## src/rtl/uart_transmitter.sv

```systemverilog
// ---------------------------------------------------------------------------
// uart_transmitter
//
// Byte-wide UART transmitter with a small input FIFO. Each byte becomes an
// 8N1 frame on the serial line: one start bit (0), eight data bits LSB
// first and one stop bit (1). Every bit lasts CLKS_PER_BIT clock cycles.
// Queued frames go out back to back with no idle gap between them.
//
// Parameters
//   CLKS_PER_BIT : clock cycles per serial bit (2 or more)
//   FIFO_DEPTH   : byte entries in the input FIFO (power of two, 2 or more)
//
// Ports
//   clk        : clock; all state changes on the rising edge
//   reset      : asynchronous active-high reset; aborts any frame in
//                progress and empties the FIFO
//   tx_data    : byte to enqueue
//   tx_valid   : enqueue request; the byte is taken when tx_ready is high
//   tx_ready   : FIFO has room for another byte
//   tx         : registered serial output, idles high
//   busy       : a frame is currently on the line
//   fifo_count : bytes waiting in the FIFO (not counting the byte in flight)
// ---------------------------------------------------------------------------
module uart_transmitter #(
    parameter int CLKS_PER_BIT = 3,
    parameter int FIFO_DEPTH   = 4
) (
    input  logic                             clk,
    input  logic                             reset,
    input  logic [7:0]                       tx_data,
    input  logic                             tx_valid,
    output logic                             tx_ready,
    output logic                             tx,
    output logic                             busy,
    output logic [$clog2(FIFO_DEPTH+1)-1:0]  fifo_count
);

    localparam int CNT_W = $clog2(FIFO_DEPTH + 1);
    localparam int PTR_W = $clog2(FIFO_DEPTH);
    localparam int CYC_W = (CLKS_PER_BIT > 1) ? $clog2(CLKS_PER_BIT) : 1;

    localparam logic [CYC_W-1:0] CYC_LAST = CYC_W'(CLKS_PER_BIT - 1);
    localparam logic [CNT_W-1:0] CNT_FULL = CNT_W'(FIFO_DEPTH);

    typedef enum logic [1:0] {
        IDLE  = 2'd0,
        START = 2'd1,
        DATA  = 2'd2,
        STOP  = 2'd3
    } state_t;

    // Serialiser state
    state_t           state_reg, state_next;
    logic [CYC_W-1:0] cyc_reg, cyc_next;
    logic [2:0]       bit_reg, bit_next;
    logic [7:0]       shift_reg, shift_next;
    logic             tx_reg, tx_next;

    // FIFO state
    logic [7:0]       fifo_mem [FIFO_DEPTH];
    logic [PTR_W-1:0] wr_ptr_reg;
    logic [PTR_W-1:0] rd_ptr_reg;
    logic [CNT_W-1:0] count_reg;

    logic             push;
    logic             pop;
    logic             fifo_empty;

    assign fifo_empty = (count_reg == '0);
    assign tx_ready   = (count_reg != CNT_FULL);
    assign push       = tx_valid && tx_ready;

    // -----------------------------------------------------------------------
    // FIFO storage. Contents need no reset: the pointers and the count
    // define which entries are meaningful.
    // -----------------------------------------------------------------------
    always_ff @(posedge clk) begin
        if (push) begin
            fifo_mem[wr_ptr_reg] <= tx_data;
        end
    end

    // Pointers wrap naturally because FIFO_DEPTH is a power of two.
    always_ff @(posedge clk or posedge reset) begin
        if (reset) begin
            wr_ptr_reg <= '0;
            rd_ptr_reg <= '0;
            count_reg  <= '0;
        end else begin
            if (push) begin
                wr_ptr_reg <= wr_ptr_reg + 1'b1;
            end
            if (pop) begin
                rd_ptr_reg <= rd_ptr_reg + 1'b1;
            end
            case ({push, pop})
                2'b10:   count_reg <= count_reg + 1'b1;
                2'b01:   count_reg <= count_reg - 1'b1;
                default: count_reg <= count_reg;
            endcase
        end
    end

    // -----------------------------------------------------------------------
    // FSM process 1: state register (plus the datapath registers it owns)
    // -----------------------------------------------------------------------
    always_ff @(posedge clk or posedge reset) begin
        if (reset) begin
            state_reg <= IDLE;
            cyc_reg   <= '0;
            bit_reg   <= '0;
            shift_reg <= '0;
            tx_reg    <= 1'b1;
        end else begin
            state_reg <= state_next;
            cyc_reg   <= cyc_next;
            bit_reg   <= bit_next;
            shift_reg <= shift_next;
            tx_reg    <= tx_next;
        end
    end

    // -----------------------------------------------------------------------
    // FSM process 2: next-state logic. The pop decision uses the registered
    // count, so a byte pushed at the same edge IDLE looks at the FIFO is
    // only popped one edge later.
    // -----------------------------------------------------------------------
    always_comb begin
        state_next = state_reg;
        cyc_next   = cyc_reg;
        bit_next   = bit_reg;
        shift_next = shift_reg;
        pop        = 1'b0;

        case (state_reg)
            IDLE: begin
                if (!fifo_empty) begin
                    pop        = 1'b1;
                    shift_next = fifo_mem[rd_ptr_reg];
                    cyc_next   = '0;
                    bit_next   = '0;
                    state_next = START;
                end
            end

            START: begin
                if (cyc_reg == CYC_LAST) begin
                    cyc_next   = '0;
                    bit_next   = '0;
                    state_next = DATA;
                end else begin
                    cyc_next = cyc_reg + 1'b1;
                end
            end

            DATA: begin
                if (cyc_reg == CYC_LAST) begin
                    cyc_next = '0;
                    if (bit_reg == 3'd7) begin
                        state_next = STOP;
                    end else begin
                        bit_next = bit_reg + 1'b1;
                    end
                end else begin
                    cyc_next = cyc_reg + 1'b1;
                end
            end

            STOP: begin
                if (cyc_reg == CYC_LAST) begin
                    cyc_next = '0;
                    // Chain straight into the next start bit when more
                    // data is waiting, otherwise return to idle.
                    if (!fifo_empty) begin
                        pop        = 1'b1;
                        shift_next = fifo_mem[rd_ptr_reg];
                        bit_next   = '0;
                        state_next = START;
                    end else begin
                        state_next = IDLE;
                    end
                end else begin
                    cyc_next = cyc_reg + 1'b1;
                end
            end

            default: begin
                state_next = IDLE;
            end
        endcase
    end

    // -----------------------------------------------------------------------
    // FSM process 3: output logic. The line level is computed from the
    // upcoming state so that the registered tx changes on the same edge as
    // the state it belongs to.
    // -----------------------------------------------------------------------
    always_comb begin
        tx_next = 1'b1;
        case (state_next)
            START:   tx_next = 1'b0;
            DATA:    tx_next = shift_next[bit_next];
            default: tx_next = 1'b1;
        endcase
    end

    assign tx         = tx_reg;
    assign busy       = (state_reg != IDLE);
    assign fifo_count = count_reg;

endmodule

```

## config.mk

```make
export PLATFORM = sky130hd
export DESIGN_NAME = uart_transmitter
export DESIGN_NICKNAME = d
export VERILOG_FILES = /design/src/rtl/uart_transmitter.sv
export SDC_FILE = /design/constraint.sdc
export NUM_CORES = 1
export LEC_CHECK = 0
export ABC_AREA = 1
export CAP_MARGIN = 20
export CORE_ASPECT_RATIO = 1.1
export CORE_UTILIZATION = 53
export DETAILED_ROUTE_END_ITERATION = 8
export PLACE_DENSITY = 0.75
export SLEW_MARGIN = 20
export SYNTH_ARGS = -nofsm -noshare
export SYNTH_HDL_FRONTEND = slang
export SYNTH_SLANG_ARGS = --single-unit
```

## constraint.sdc

```tcl
create_clock -name clk -period 2.1 [get_ports clk]
set_clock_uncertainty 0.15 [all_clocks]
set_input_delay 0.315 -clock clk [delete_from_list [all_inputs] [get_ports clk]]
set_output_delay 0.315 -clock clk [all_outputs]
set_load 0.05 [all_outputs]
```

==> impl_metrics.prom <==
# TYPE chip_impl_metric gauge
chip_impl_metric{name="antennaDiodeCount",unit=""} 0
chip_impl_metric{name="synth-adder-area-share",unit="%"} 5.67
chip_impl_info{name="rsz0062_at_grt",value="yes"} 1
chip_impl_metric{name="dp_slack",unit="ns"} -0.00171
chip_impl_metric{name="seq_area_frac_synth",unit="%"} 55.3
chip_impl_metric{name="synth_xor_area_share",unit="%"} 1.58
chip_impl_metric{name="gpl.final_weighted_congestion",unit=""} 0.813
chip_impl_metric{name="ys.warnings.count",unit=""} 0
chip_impl_info{name="critPathCaptureType",value="flip-flop"} 1
chip_impl_info{name="synth_top_cells_by_count",value="nand2_1, inv_1, edfxtp_1, nand3_1, nor2_1"} 1
chip_impl_metric{name="cts_num_sinks",unit=""} 55
chip_impl_metric{name="grt_antenna_before_repair",unit=""} 0
chip_impl_metric{name="syn-mean-instance-area",unit="um^2"} 9.46
chip_impl_metric{name="dieArea",unit="um^2"} 5540
chip_impl_metric{name="synth.area.mux_share",unit="%"} 0
chip_impl_metric{name="cts_buffers",unit=""} 5
chip_impl_metric{name="area_delta_synth_final",unit="%"} 18.1
chip_impl_info{name="cts_root_buf",value="clkbuf_8"} 1
chip_impl_metric{name="synthArstFlopShare",unit="%"} 41.8
chip_impl_metric{name="rows",unit=""} 27
chip_impl_metric{name="largest_register_ff_count",unit=""} 32
chip_impl_metric{name="power.ir.vdd_worst",unit="V"} 0.000807
chip_impl_metric{name="max_frequency",unit="GHz"} 0.470
chip_impl_metric{name="ctsHtreeMaxLevel",unit=""} 2
chip_impl_metric{name="drv_cap",unit=""} 0
chip_impl_metric{name="synth_cells",unit=""} 294
chip_impl_metric{name="layout_worst_path_cycle_share",unit="%"} 101
chip_impl_metric{name="grt_pass1_wl",unit="mm"} 8.38
chip_impl_info{name="synth_top_area_cell",value="edfxtp_1"} 1
chip_impl_metric{name="floorplan.core_area",unit="um^2"} 5030
chip_impl_metric{name="area_fraction_in_and_or_nand_and_nor_cells_after_synthesis",unit="%"} 26.0
chip_impl_info{name="failed_checks",value="negative setup slack"} 1
chip_impl_metric{name="synth-edff-count",unit=""} 32
chip_impl_metric{name="cts.clk_slew.worst_paths",unit="ns"} 0.09
chip_impl_metric{name="largest_net_degree_at_the_start_of_global_routing",unit=""} 24
chip_impl_metric{name="route.vias.total",unit=""} 1965
chip_impl_metric{name="die_height",unit="um"} 78.0
chip_impl_metric{name="timing.slew.headroom",unit="%"} 67.3
chip_impl_metric{name="grt-ovfl-total",unit=""} 0
chip_impl_info{name="path_class",value="reg -> reg"} 1
chip_impl_metric{name="worst_hold_slack",unit="ns"} 0.211
chip_impl_metric{name="netlist.area_leader.share",unit="%"} 34.6
chip_impl_metric{name="clk-insertion-delay-late",unit="ns"} 0.30
chip_impl_info{name="ys_dominant_reg_cell",value="edfxtp_1"} 1
chip_impl_metric{name="netlist-cell-type-count",unit=""} 30
chip_impl_metric{name="detailedRoute.firstPassIterationCount",unit=""} 6
chip_impl_metric{name="num-fill-cells",unit=""} 412
chip_impl_metric{name="gr-usage-all-layers",unit="%"} 19.5
chip_impl_metric{name="port_buffers",unit=""} 16
chip_impl_metric{name="route.antenna.remaining_nets",unit=""} 0
chip_impl_metric{name="first_global_vias",unit=""} 1900
chip_impl_metric{name="nNetsFinal",unit=""} 355
chip_impl_metric{name="remaining_drc_errors",unit=""} 0
chip_impl_info{name="largest_family_of_logic_cells_by_synthesized_area",value="simple AND/OR/NAND/NOR gates"} 1
chip_impl_metric{name="final_critical_path_setup_slack",unit="ns"} -0.0296
chip_impl_info{name="outcome",value="finished, violations left"} 1
chip_impl_metric{name="dr.first_iter.drc_count",unit=""} 72
chip_impl_metric{name="vias_cell",unit=""} 5.03
chip_impl_metric{name="final_util",unit="%"} 65.2
chip_impl_metric{name="complex_gate_fraction_of_the_synthesized_area",unit="%"} 3.87
chip_impl_metric{name="tightest_slew",unit="ns"} 0.489
chip_impl_info{name="cts_tree",value="done"} 1
chip_impl_metric{name="start_util",unit="%"} 55.2
chip_impl_metric{name="syn_nets",unit=""} 317
chip_impl_metric{name="final_max_slew_viol_count",unit=""} 0
chip_impl_metric{name="syn-cell-area",unit="um^2"} 2780
chip_impl_metric{name="seqCellArea",unit="um^2"} 1540
chip_impl_info{name="synth_top_cells_by_area",value="edfxtp_1, dfrtp_1, nand2_1"} 1
chip_impl_metric{name="routedWlPerCell",unit="um"} 12.5
chip_impl_metric{name="finalWorstPathRequiredPeriod",unit="ns"} 2.13
chip_impl_info{name="post-synth-top-count-cell",value="nand2_1"} 1
chip_impl_metric{name="timing.final.setup_violations",unit=""} 1
chip_impl_metric{name="die-width",unit="um"} 71.1
chip_impl_info{name="hold_path.class",value="in -> async"} 1
chip_impl_metric{name="ctsLongestPathBuffers",unit=""} 2
chip_impl_metric{name="setup_total_negative_slack",unit="ns"} -0.0296
chip_impl_metric{name="cellPowerDensity",unit="nW/um^2"} 1560
chip_impl_metric{name="finalHoldViolations",unit=""} 0
chip_impl_metric{name="totalWireLength",unit="mm"} 4.90
chip_impl_metric{name="ios",unit=""} 17
chip_impl_metric{name="hpwl",unit="mm"} 3.51
chip_impl_metric{name="worstPathMaxFanout",unit=""} 3
chip_impl_info{name="worstSetupStartpointType",value="flip-flop"} 1
chip_impl_metric{name="worst-endpoint-required",unit="ns"} 2.14
chip_impl_metric{name="multi_input_area",unit="um^2"} 1090
chip_impl_metric{name="timing.critical_path.arrival",unit="ns"} 2.17
chip_impl_metric{name="fraction_of_layout_cells_with_a_size_suffix_above_1",unit="%"} 23.7
chip_impl_metric{name="postSynthRegisterBits",unit=""} 55
chip_impl_metric{name="p_leak",unit="nW"} 1.52
chip_impl_metric{name="reg2reg_slack",unit="ns"} -0.03
## final timing paths
check                                    from       endpoint  depth (start not counted)
worst max register to register   state_reg[0]  fifo_count[2]                         11
min in group clk                fifo_count[0]  fifo_count[0]                          1
worst min-delay path                    reset   shift_reg[6]                          3
max in group asynchronous               reset             tx                          3
worst max-delay path             state_reg[0]  fifo_count[2]                         11
worst min register to register  fifo_count[0]  fifo_count[0]                          1
## logic make-up (layout without fill, tap and decap cells)
group,Yosys count,count (layout)
compound gates,17,17
buf+inv,53,92
flops,55,55
simple gates,152,152
fa+ha+maj,12,12
xor+xnor,5,5
## cells in the final DEF (no fill, tap or decap), types with 3 or more instances in the layout
| master | n |
|---|---|
| dfrtp_1 | 19 |
| nor2_2 | 9 |
| nand2_4 | 4 |
| o21ai_1 | 4 |
| inv_1 | 39 |
| ha_1 | 7 |
| clkbuf_8 | 5 |
| nand2_1 | 64 |
| nand4_1 | 3 |
| nand2_2 | 10 |
| nor2_1 | 27 |
| nor2_4 | 4 |
| nand3_1 | 28 |
| clkdlybuf4s50_1 | 13 |
| o21ai_0 | 5 |
| xor2_1 | 4 |
| dfrtp_2 | 3 |
| inv_4 | 3 |
| edfxtp_1 | 32 |
| buf_4 | 21 |
| inv_2 | 6 |
## power breakdown
part / internal, mW / total [mW] / switching, mW
combinational: 1.11 / 2.92 / 1.82
sequential: 1.49 / 1.66 / 0.170
clock: 0.227 / 0.547 / 0.320
## critical path, stage by stage (launching register included)
cell     delay (ns)
dfrtp_1        0.41
ha_2           0.22
inv_1          0.06
o21ai_2        0.17
nand2_4        0.07
inv_4          0.06
ha_4           0.12
inv_4          0.04
fa_2           0.35
a21oi_2        0.13
o21ai_1        0.09
xor2_1         0.14
## per-layer routing
| layer | part of all wire (%) | GRT usage, % | up-vias |
|---|---|---|---|
| met2 | 53 | 34.6 | 35 |
| met3 | 2.5 | 2.86 | 6 |
| met4 | 1.6 | 8.20 | 0 |
| met5 | 0 | 0 | - |
| li1 | - | - | 1009 |
| met1 | 43 | 23.7 | 915 |
## final cells by class
class,count,share of cell area [%]
flip-flops and latches,55,46.9
multi-input cells,186,33.3
repair buffers,35,9.03
inverters,49,5.94
well taps,58,2.21
clock buffers,5,2.10
clock inverters,3,0.457
## stage by stage
step / instance area [um^2] / std cells / power (mW)
2_1_floorplan: 2820 / 294 / 3.75
3_3_place_gp: 3130 / 378 / 4.39
3_5_place_dp: 3130 / 378 / 4.45
4_1_cts: 3230 / 388 / 5.03
5_1_grt: 3280 / 391 / 5.54
6_report: 3280 / 391 / 5.13
## repair_timing
item,in CTS,in global routing
gates resized for setup,1,12
buffers inserted,2,3
endpoints found under the setup margin,2,2
pin swaps,0,9
hold buffers,0,0
(Power assumes the default switching activity.)
